--- src/rtl/clock_time_controller.sv ---
`default_nettype none
// ============================================================================
//  Module   : clock_time_controller
//  Purpose  : Time-keeping sequencer for the digital clock. Cascades the
//             sec/min/hour counters on the 1 Hz tick. A button-driven set
//             mode loads hours and minutes and drives a display blink phase.
//  Revision : 1.0  initial release
// ============================================================================
module clock_time_controller #(
   parameter int SEC_MOD  = 60,
   parameter int MIN_MOD  = 60,
   parameter int HOUR_MOD = 24
) (
   input  logic       clk_in,
   input  logic       rst,
   input  logic       tick,
   input  logic       btn_mode,
   input  logic       btn_inc,
   output logic [5:0] sec,
   output logic [5:0] min,
   output logic [4:0] hour,
   output logic [1:0] mode,
   output logic       blink,
   output logic       day_pulse
);

   // Wrap points are compared for equality, so the moduli only need to fit
   // the fixed field widths.
   localparam logic [5:0] c_SEC_MAX  = 6'(SEC_MOD - 1);
   localparam logic [5:0] c_MIN_MAX  = 6'(MIN_MOD - 1);
   localparam logic [4:0] c_HOUR_MAX = 5'(HOUR_MOD - 1);

   typedef enum logic [1:0] {
      ST_RUN   = 2'd0,
      ST_SET_H = 2'd1,
      ST_SET_M = 2'd2
   } state_t;

   state_t     state_q, state_d;
   logic [5:0] sec_q, sec_d;
   logic [5:0] min_q, min_d;
   logic [4:0] hour_q, hour_d;
   logic       blink_q, blink_d;
   logic       day_pulse_q, day_pulse_d;
   logic       btn_mode_q;
   logic       btn_inc_q;

   logic       w_ev_mode;
   logic       w_ev_inc;
   logic [5:0] w_sec_inc;
   logic [5:0] w_min_inc;
   logic [4:0] w_hour_inc;

   // Rising-edge detection on the already-synchronous button levels.
   assign w_ev_mode = btn_mode & ~btn_mode_q;
   assign w_ev_inc  = btn_inc  & ~btn_inc_q;

   // Wrapping +1 for each field, shared by run-mode carry and set-mode edits.
   assign w_sec_inc  = (sec_q  == c_SEC_MAX)  ? 6'd0 : sec_q  + 6'd1;
   assign w_min_inc  = (min_q  == c_MIN_MAX)  ? 6'd0 : min_q  + 6'd1;
   assign w_hour_inc = (hour_q == c_HOUR_MAX) ? 5'd0 : hour_q + 5'd1;

   // Button history resets high so a button held through reset gives no edge.
   always_ff @(posedge clk_in or negedge rst) begin
      if (!rst) begin
         btn_mode_q <= 1'b1;
         btn_inc_q  <= 1'b1;
      end else begin
         btn_mode_q <= btn_mode;
         btn_inc_q  <= btn_inc;
      end
   end

   // State and time registers.
   always_ff @(posedge clk_in or negedge rst) begin
      if (!rst) begin
         state_q     <= ST_RUN;
         sec_q       <= 6'd0;
         min_q       <= 6'd0;
         hour_q      <= 5'd0;
         blink_q     <= 1'b0;
         day_pulse_q <= 1'b0;
      end else begin
         state_q     <= state_d;
         sec_q       <= sec_d;
         min_q       <= min_d;
         hour_q      <= hour_d;
         blink_q     <= blink_d;
         day_pulse_q <= day_pulse_d;
      end
   end

   // Next-state: mode edge beats inc edge beats tick; losers are dropped.
   always_comb begin
      state_d     = state_q;
      sec_d       = sec_q;
      min_d       = min_q;
      hour_d      = hour_q;
      blink_d     = blink_q;
      day_pulse_d = 1'b0;

      if (w_ev_mode) begin
         blink_d = 1'b0;
         case (state_q)
            ST_RUN:   state_d = ST_SET_H;
            ST_SET_H: state_d = ST_SET_M;
            ST_SET_M: begin
               state_d = ST_RUN;
               sec_d   = 6'd0;
            end
            default:  state_d = ST_RUN;
         endcase
      end else begin
         case (state_q)
            ST_RUN: begin
               blink_d = 1'b0;
               if (tick) begin
                  sec_d = w_sec_inc;
                  if (sec_q == c_SEC_MAX) begin
                     min_d = w_min_inc;
                     if (min_q == c_MIN_MAX) begin
                        hour_d = w_hour_inc;
                        if (hour_q == c_HOUR_MAX) begin
                           day_pulse_d = 1'b1;
                        end
                     end
                  end
               end
            end
            ST_SET_H: begin
               if (w_ev_inc) begin
                  hour_d = w_hour_inc;
               end else if (tick) begin
                  blink_d = ~blink_q;
               end
            end
            ST_SET_M: begin
               if (w_ev_inc) begin
                  min_d = w_min_inc;
               end else if (tick) begin
                  blink_d = ~blink_q;
               end
            end
            default: begin
               state_d = ST_RUN;
               blink_d = 1'b0;
            end
         endcase
      end
   end

   assign sec       = sec_q;
   assign min       = min_q;
   assign hour      = hour_q;
   assign mode      = state_q;
   assign blink     = blink_q;
   assign day_pulse = day_pulse_q;

endmodule
`default_nettype wire

--- config.mk ---
export PLATFORM = sky130hd
export DESIGN_NAME = clock_time_controller
export DESIGN_NICKNAME = d
export VERILOG_FILES = /design/src/rtl/clock_time_controller.sv
export SDC_FILE = /design/constraint.sdc
export NUM_CORES = 1
export LEC_CHECK = 0
export ABC_AREA = 1
export CAP_MARGIN = 15
export CORE_ASPECT_RATIO = 1.1
export CORE_UTILIZATION = 45
export CTS_CLUSTER_DIAMETER = 30
export DETAILED_ROUTE_END_ITERATION = 8
export PLACE_DENSITY = 0.67
export SLEW_MARGIN = 20
export SYNTH_ARGS = -nofsm -noshare
export SYNTH_HDL_FRONTEND = slang
export SYNTH_SLANG_ARGS = --single-unit
--- constraint.sdc ---
create_clock -name clk_in -period 2.1 [get_ports clk_in]
set_input_delay 0.42 -clock clk_in [delete_from_list [all_inputs] [get_ports clk_in]]
set_output_delay 0.42 -clock clk_in [all_outputs]
set_load 0.02 [all_outputs]
==> metrics.yaml, run 1 <==
synth:
  syn_nets: 186
  postSynthAreaPerCell_sq_um: 8.006
  synth_warnings: 0
  seq_area_frac_synth_pct: 41.73
  synth_area_sq_um: 1385
  synth_seq_cells: 23
  synth_cells: 173
  synth.distinct_cells: 24
floorplan:
  die-area_sq_um: 3304
  die_h_um: 60.19
  die_w_um: 54.90
  core_sq_um: 2853
  start_util_pct: 48.55
  boundaryPins: 26
  rows: 20
route:
  wl_met2_um: 1299
  drt_first_pass_iters: 4
  wl_met3_um: 81
  totalWireLength_um: 2762
  drtIter0Drc: 24
  wl_per_cell_um: 11.75
  via_per_inst: 5.115
  antenna_left: 0
  vias: 1202
  wl_met1_um: 1321
  top_layer: "met4"
  drc: 0
clocking:
  cts_num_sinks: 23
  cts_tree: "built"
  cts.repair.resized: 0
  cts_buffers: 3
  clockBufferDepth: 2
  cts_hold_buf: 0
  post-cts-setup-buffers: 0
  root_buffer: "clkbuf_4"
  htreeDepth: 1
  clk_latency_ns: 0.31
  path_clk_slew_ns: 0.12
grt:
  grt_use_total_pct: 19.37
  grt_max_degree: 24
  grt_pass1_vias: 1116
  grt_antenna_before_repair: 0
  grt_overflow: 0
  grt_pass1_wl_um: 4643
sta:
  max_clock_freq_ghz: 0.5198
  clock-skew-final_ns: 0.002576
  slew_viol_final: 0
  hold_viol_final: 0
  post-route-period-util_pct: 91.60
  setup-tns-final_ns: 0
  holdWs_ns: 0.4438
  timing.slew.headroom_pct: 67.60
  rsz0062_at_grt: "false"
  tightestPinTransition_ns: 0.4823
  setup_viol: 0
  timing.final.crit_period_ns: 1.924
critical_path:
  slowest_stage: "clkdlybuf4s50_1"
  path_delay_family: "buffers and inverters"
  critPathCaptureType: "primary output"
  cp_num_buf_inv: 1
  worstPathMaxFanout: 8
  crit_type: "reg2out"
  crit_path_cell_trace: "clkdlybuf4s50_1"
  crit_required_ns: 1.68
  worst_ep_arrival_time_ns: 1.50
  cpPeakStageDelay_ns: 0.66
  worstSetupStartpointType: "flip-flop"
finish:
  drive_gt1_share_pct: 13.37
  seqCellArea_sq_um: 578.1
  fillers: 282
  num_antenna_cells: 0
  areaGrowthSynthToFinish_pct: 22.67
  finalNetCount: 216
  multi_input_area_sq_um: 720.7
placed_design:
  io_buffers: 25
  dp_hpwl_um: 2045
  routabilityCongestion: 0.7901
power_and_ir_drop:
  ir_drop_mv: 0.6510
  p_leak_uw: 0.0008300
  p_per_area_nw_per_um2: 1244
run_status:
  run_status: "finished, final reports clean"
job:
  maxCapViolCount: 0
hold_path:
  hold_path.class: "in2async"
worst reg2reg max path, cell delays in order (launching register included):
cell and delay (ns):
dfrtp_1 0.44, inv_1 0.14, ha_1 0.29, inv_2 0.08, nand2_1 0.06, nand2_1 0.05, nor2_2 0.11, nand3_2 0.27
nand2_1 0.16, o21ai_2 0.06
registers in the layout, indices dropped and copies added, names as in the netlist:
register / cells
blink: 1
min: 6
btn_mode_q: 1
sec: 6
day_pulse: 1
hour: 5
btn_inc_q: 1
mode: 2
layout make-up:
class | count | area share, %
flip-flops and latches | 23 | 34.02
inverters | 20 | 4.418
well taps | 33 | 2.430
clock buffers | 4 | 1.546
multi-input cells | 129 | 42.42
repair buffers | 26 | 15.17
power breakdown:
| group | switching, uW | internal (uW) |
|---|---|---|
| clock network | 128 | 74.1 |
| registers | 187 | 575 |
| logic | 672 | 477 |
| total | 988 | 1130 |
cell families (layout without fill, tap and decap cells):
group | Yosys count | count (layout) | share of synthesized area, %
AND/OR/NAND/NOR | 99 | 99 | 33.97
AO/OA/AOI/OAI | 19 | 19 | 8.942
flip-flops | 23 | 23 | 41.73
adder cells (fa/ha/maj) | 8 | 8 | 7.227
buffers and inverters | 21 | 50 | 6.233
XOR/XNOR | 3 | 3 | 1.897
stage by stage:
step	power (uW)	utilization (%)	instances	setup slack [ns]	instance area, sq um
5_1_grt	2292	59.56	235	0.1189	1699
2_1_floorplan	1515	-	173	0.5158	1385
3_3_place_gp	1889	58.64	231	0.2728	1673
6_report	2114	59.56	235	0.1764	1699
3_5_place_dp	1916	58.64	231	0.2406	1673
4_1_cts	2130	59.56	235	0.1607	1699
layer usage:
| layer | vias up | global-route usage, % |
|---|---|---|
| met5 | - | 0 |
| met3 | 7 | 2.545 |
| li1 | 619 | - |
| met1 | 553 | 25.43 |
| met4 | 0 | 8.929 |
| met2 | 23 | 30.98 |
path summary, 6_finish.rpt:
| kind | startpoint | to | slack (ns) | cells after the start |
|---|---|---|---|---|
| hold reg to reg | blink | blink | 0.56 | 2 |
| min in group clk_in | blink | blink | 0.56 | 2 |
| max in group asynchronous | rst | btn_mode_q | 1.37 | 2 |
| hold / removal | rst | hour[2] | 0.44 | 2 |
| setup / recovery | min[2] | min[2] | 0.18 | 1 |
| setup reg to reg | mode[1] | min[5] | 0.34 | 9 |
cells in the final DEF (no fill, tap or decap), drive strengths merged, types with 4 or more instances in the layout:
cell,netlist,layout
ha,8,8
a21oi,5,5
nor2,13,13
clkdlybuf4s50,0,25
nand3,23,23
inv,20,20
dfrtp,21,21
nand2,54,54
nand4,4,4
o21ai,11,11
clkbuf,0,4
synthesized netlist by cell type:
cell type / count / area, sq um
nor2_1: 10 / 37.54
o21ai_0: 5 / 25.02
or2_2: 2 / 12.51
nand2_2: 2 / 12.51
nand3_2: 2 / 20.02
inv_1: 17 / 63.81
xor2_1: 3 / 26.28
nand2_1: 49 / 183.9
or2_0: 1 / 6.260
a21oi_1: 5 / 25.02
nor2_2: 2 / 12.51
dfstp_2: 2 / 52.55
dfrtp_1: 21 / 525.5
o22ai_1: 1 / 6.260
nand4_1: 4 / 25.02
o21ai_2: 6 / 52.55
o21bai_1: 2 / 15.01
nand3_1: 21 / 105.1
inv_2: 3 / 11.26
nand2_4: 3 / 33.78
buf_6: 1 / 11.26
ha_1: 8 / 100.1
nor3_1: 2 / 10.01
nor2_4: 1 / 11.26
Note: power is estimated with default switching activity, not from simulation.
==> run 2: changes to the inputs <==
--- a/config.mk
+++ b/config.mk
@@ -12,7 +12,6 @@
 export CTS_CLUSTER_DIAMETER = 30
 export DETAILED_ROUTE_END_ITERATION = 8
 export PLACE_DENSITY = 0.67
-export SLEW_MARGIN = 20
 export SYNTH_ARGS = -nofsm -noshare
 export SYNTH_HDL_FRONTEND = slang
 export SYNTH_SLANG_ARGS = --single-unit
==> results of run 2 <==
Same layout as run 1: the final DEF is identical, and so are final timing and power.
==> run 3: changes to the inputs <==
--- a/config.mk
+++ b/config.mk
@@ -11,7 +11,9 @@
 export CORE_UTILIZATION = 45
 export CTS_CLUSTER_DIAMETER = 30
 export DETAILED_ROUTE_END_ITERATION = 8
+export MAX_ROUTING_LAYER = met4
 export PLACE_DENSITY = 0.67
+export REMOVE_ABC_BUFFERS = 1
 export SYNTH_ARGS = -nofsm -noshare
 export SYNTH_HDL_FRONTEND = slang
 export SYNTH_SLANG_ARGS = --single-unit
==> metrics.yaml, run 3 (same netlist as run 1, synthesis figures left out) <==
route:
  antenna_left: 0  # unchanged
  drt_first_pass_iters: 4  # unchanged
  via_per_inst: 5.289  # +3.4%
  drc: 0  # unchanged
  wl_per_cell_um: 12.14  # +3.3%
  vias: 1243  # +3.4%
  drtIter0Drc: 45  # +88%
  totalWireLength_um: 2853  # +3.3%
sta:
  slew_viol_final: 0  # unchanged
  rsz0062_at_grt: "false"
  timing.slew.headroom_pct: 70.94  # +3.3 points
  setup-tns-final_ns: 0  # unchanged
  setup_viol: 0  # unchanged
  clock-skew-final_ns: 0.01248  # +0.009905 ns
  hold_viol_final: 0  # unchanged
  tightestPinTransition_ns: 0.4325  # -0.04979 ns
  max_clock_freq_ghz: 0.5149  # -0.96%
  post-route-period-util_pct: 92.49  # +0.89 points
  timing.final.crit_period_ns: 1.942  # +0.01862 ns
critical_path:
  crit_type: "reg2out"
  path_delay_family: "buffers and inverters"
  slowest_stage: "clkdlybuf4s50_1"
  worstPathMaxFanout: 8  # unchanged
  cpPeakStageDelay_ns: 0.67  # about the same
  crit_required_ns: 1.68  # about the same
  worst_ep_arrival_time_ns: 1.52  # +0.02 ns
  worstSetupStartpointType: "flip-flop"
  crit_path_cell_trace: "clkdlybuf4s50_1"
  critPathCaptureType: "primary output"
  cp_num_buf_inv: 1  # unchanged
grt:
  grt_antenna_before_repair: 0  # unchanged
  grt_pass1_wl_um: 4878  # +5.1%
  grt_use_total_pct: 20.80  # +1.4 points
  grt_max_degree: 24  # unchanged
  grt_overflow: 0  # unchanged
  grt_pass1_vias: 1202  # +7.7%
finish:
  areaGrowthSynthToFinish_pct: 22.76  # about the same
  num_antenna_cells: 0  # unchanged
  final_core_util_pct: 59.61  # about the same
  fillers: 269  # -4.6%
  mostFrequentLayoutCell: "nand2_1"
  layoutNonFillerInstCount: 235  # unchanged
  final_area_sq_um: 1700  # about the same
  final_cell_mix: "49 x nand2_1, 25 x clkdlybuf4s50_1, 21 x nand3_1, 21 x dfrtp_1, 17 x inv_1"
  drive_gt1_share_pct: 13.86  # +0.50 points
  finalNetCount: 216  # unchanged
clocking:
  cts_tree: "built"
  htreeDepth: 1  # unchanged
  cts_num_sinks: 23  # unchanged
  cts.repair.resized: 0  # unchanged
  cts_hold_buf: 0  # unchanged
  cts_buffers: 3  # unchanged
  root_buffer: "clkbuf_4"
  clk_latency_ns: 0.33  # +0.02 ns
  path_clk_slew_ns: 0.14  # +0.02 ns
  clockBufferDepth: 2  # unchanged
  post-cts-setup-buffers: 0  # unchanged
floorplan:
  core_sq_um: 2853  # unchanged
  die_h_um: 60.19  # unchanged
  start_util_pct: 48.55  # unchanged
  die_w_um: 54.90  # unchanged
  rows: 20  # unchanged
  die-area_sq_um: 3304  # unchanged
  boundaryPins: 26  # unchanged
placed_design:
  placed_cells: 231  # unchanged
  io_buffers: 25  # unchanged
  place_area_sq_um: 1673  # unchanged
  routabilityCongestion: 0.8753  # +11%
  dp_hpwl_um: 2103  # +2.8%
power_and_ir_drop:
  ir_drop_mv: 0.6899  # +6.0%
  p_leak_uw: 0.0008327  # +0.33%
  p_per_area_nw_per_um2: 1252  # +0.61%
job:
  maxCapViolCount: 0  # unchanged
hold_path:
  hold_path.class: "in2async"
run_status:
  run_status: "finished, final reports clean"
-- run 3: changes by cell type in the layout (fill, tap and decap cells not counted) --
cell      change
clkbuf_1      -1
clkinv_2      +1
-- run 3: worst reg2reg max path, delay by kind of cell, from the launching register on --
kind                     cells  cell delay, ns
AO/OA/AOI/OAI                1            0.07
AND/OR/NAND/NOR              5            0.68
flip-flops                   1            0.45
adder cells (fa/ha/maj)      1            0.28
buffers and inverters        2            0.21
-- run 3: cell type report --
class,count,area (sq um),area share [%]
tap,33,41.29,2.428
multi-input combinational,129,720.7,42.38
clock inverter,1,5.005,0.2943
sequential,23,578.1,34.00
timing repair buffer,26,257.7,15.16
inverter,20,75.07,4.415
clock buffer,3,22.52,1.325
-- run 3: report_power, final --
group	internal (uW)	total, uW	switching [uW]	leakage (uW)
combinational	477	1150	670	0.000518
clock	71.5	220	149	0.0000177
sequential	575	762	187	0.000297
total	1120	2130	1010	0.000833
-- run 3: path summary, 6_finish.rpt --
check,slack (ns),start,cells after the start,to
worst max register to register,0.31,mode[1],9,min[2]
worst min-delay path,0.42,rst,2,mode[0]
min in group clk_in,0.55,blink,2,blink
max in group asynchronous,1.38,rst,2,btn_inc_q
worst max-delay path,0.16,min[2],1,min[2]
worst min register to register,0.55,blink,2,blink
-- run 3: layer usage --
metal  routed length [um]  track usage, %
met5                    0               -
met4                   46           10.71
met3                  135           3.053
met2                 1380           33.22
met1                 1291           24.84
-- run 3: stage by stage --
| stage | setup WS (ns) | hold slack (ns) | total power, uW |
|---|---|---|---|
| after floorplan | 0.4706 | 0.1244 | 1493 |
| after global placement | 0.2722 | 0.5131 | 1884 |
| after detailed placement | 0.2078 | 0.5250 | 1916 |
| after CTS | 0.1552 | 0.4468 | 2136 |
| after global routing | 0.1191 | 0.4698 | 2302 |
| final | 0.1577 | 0.4249 | 2129 |
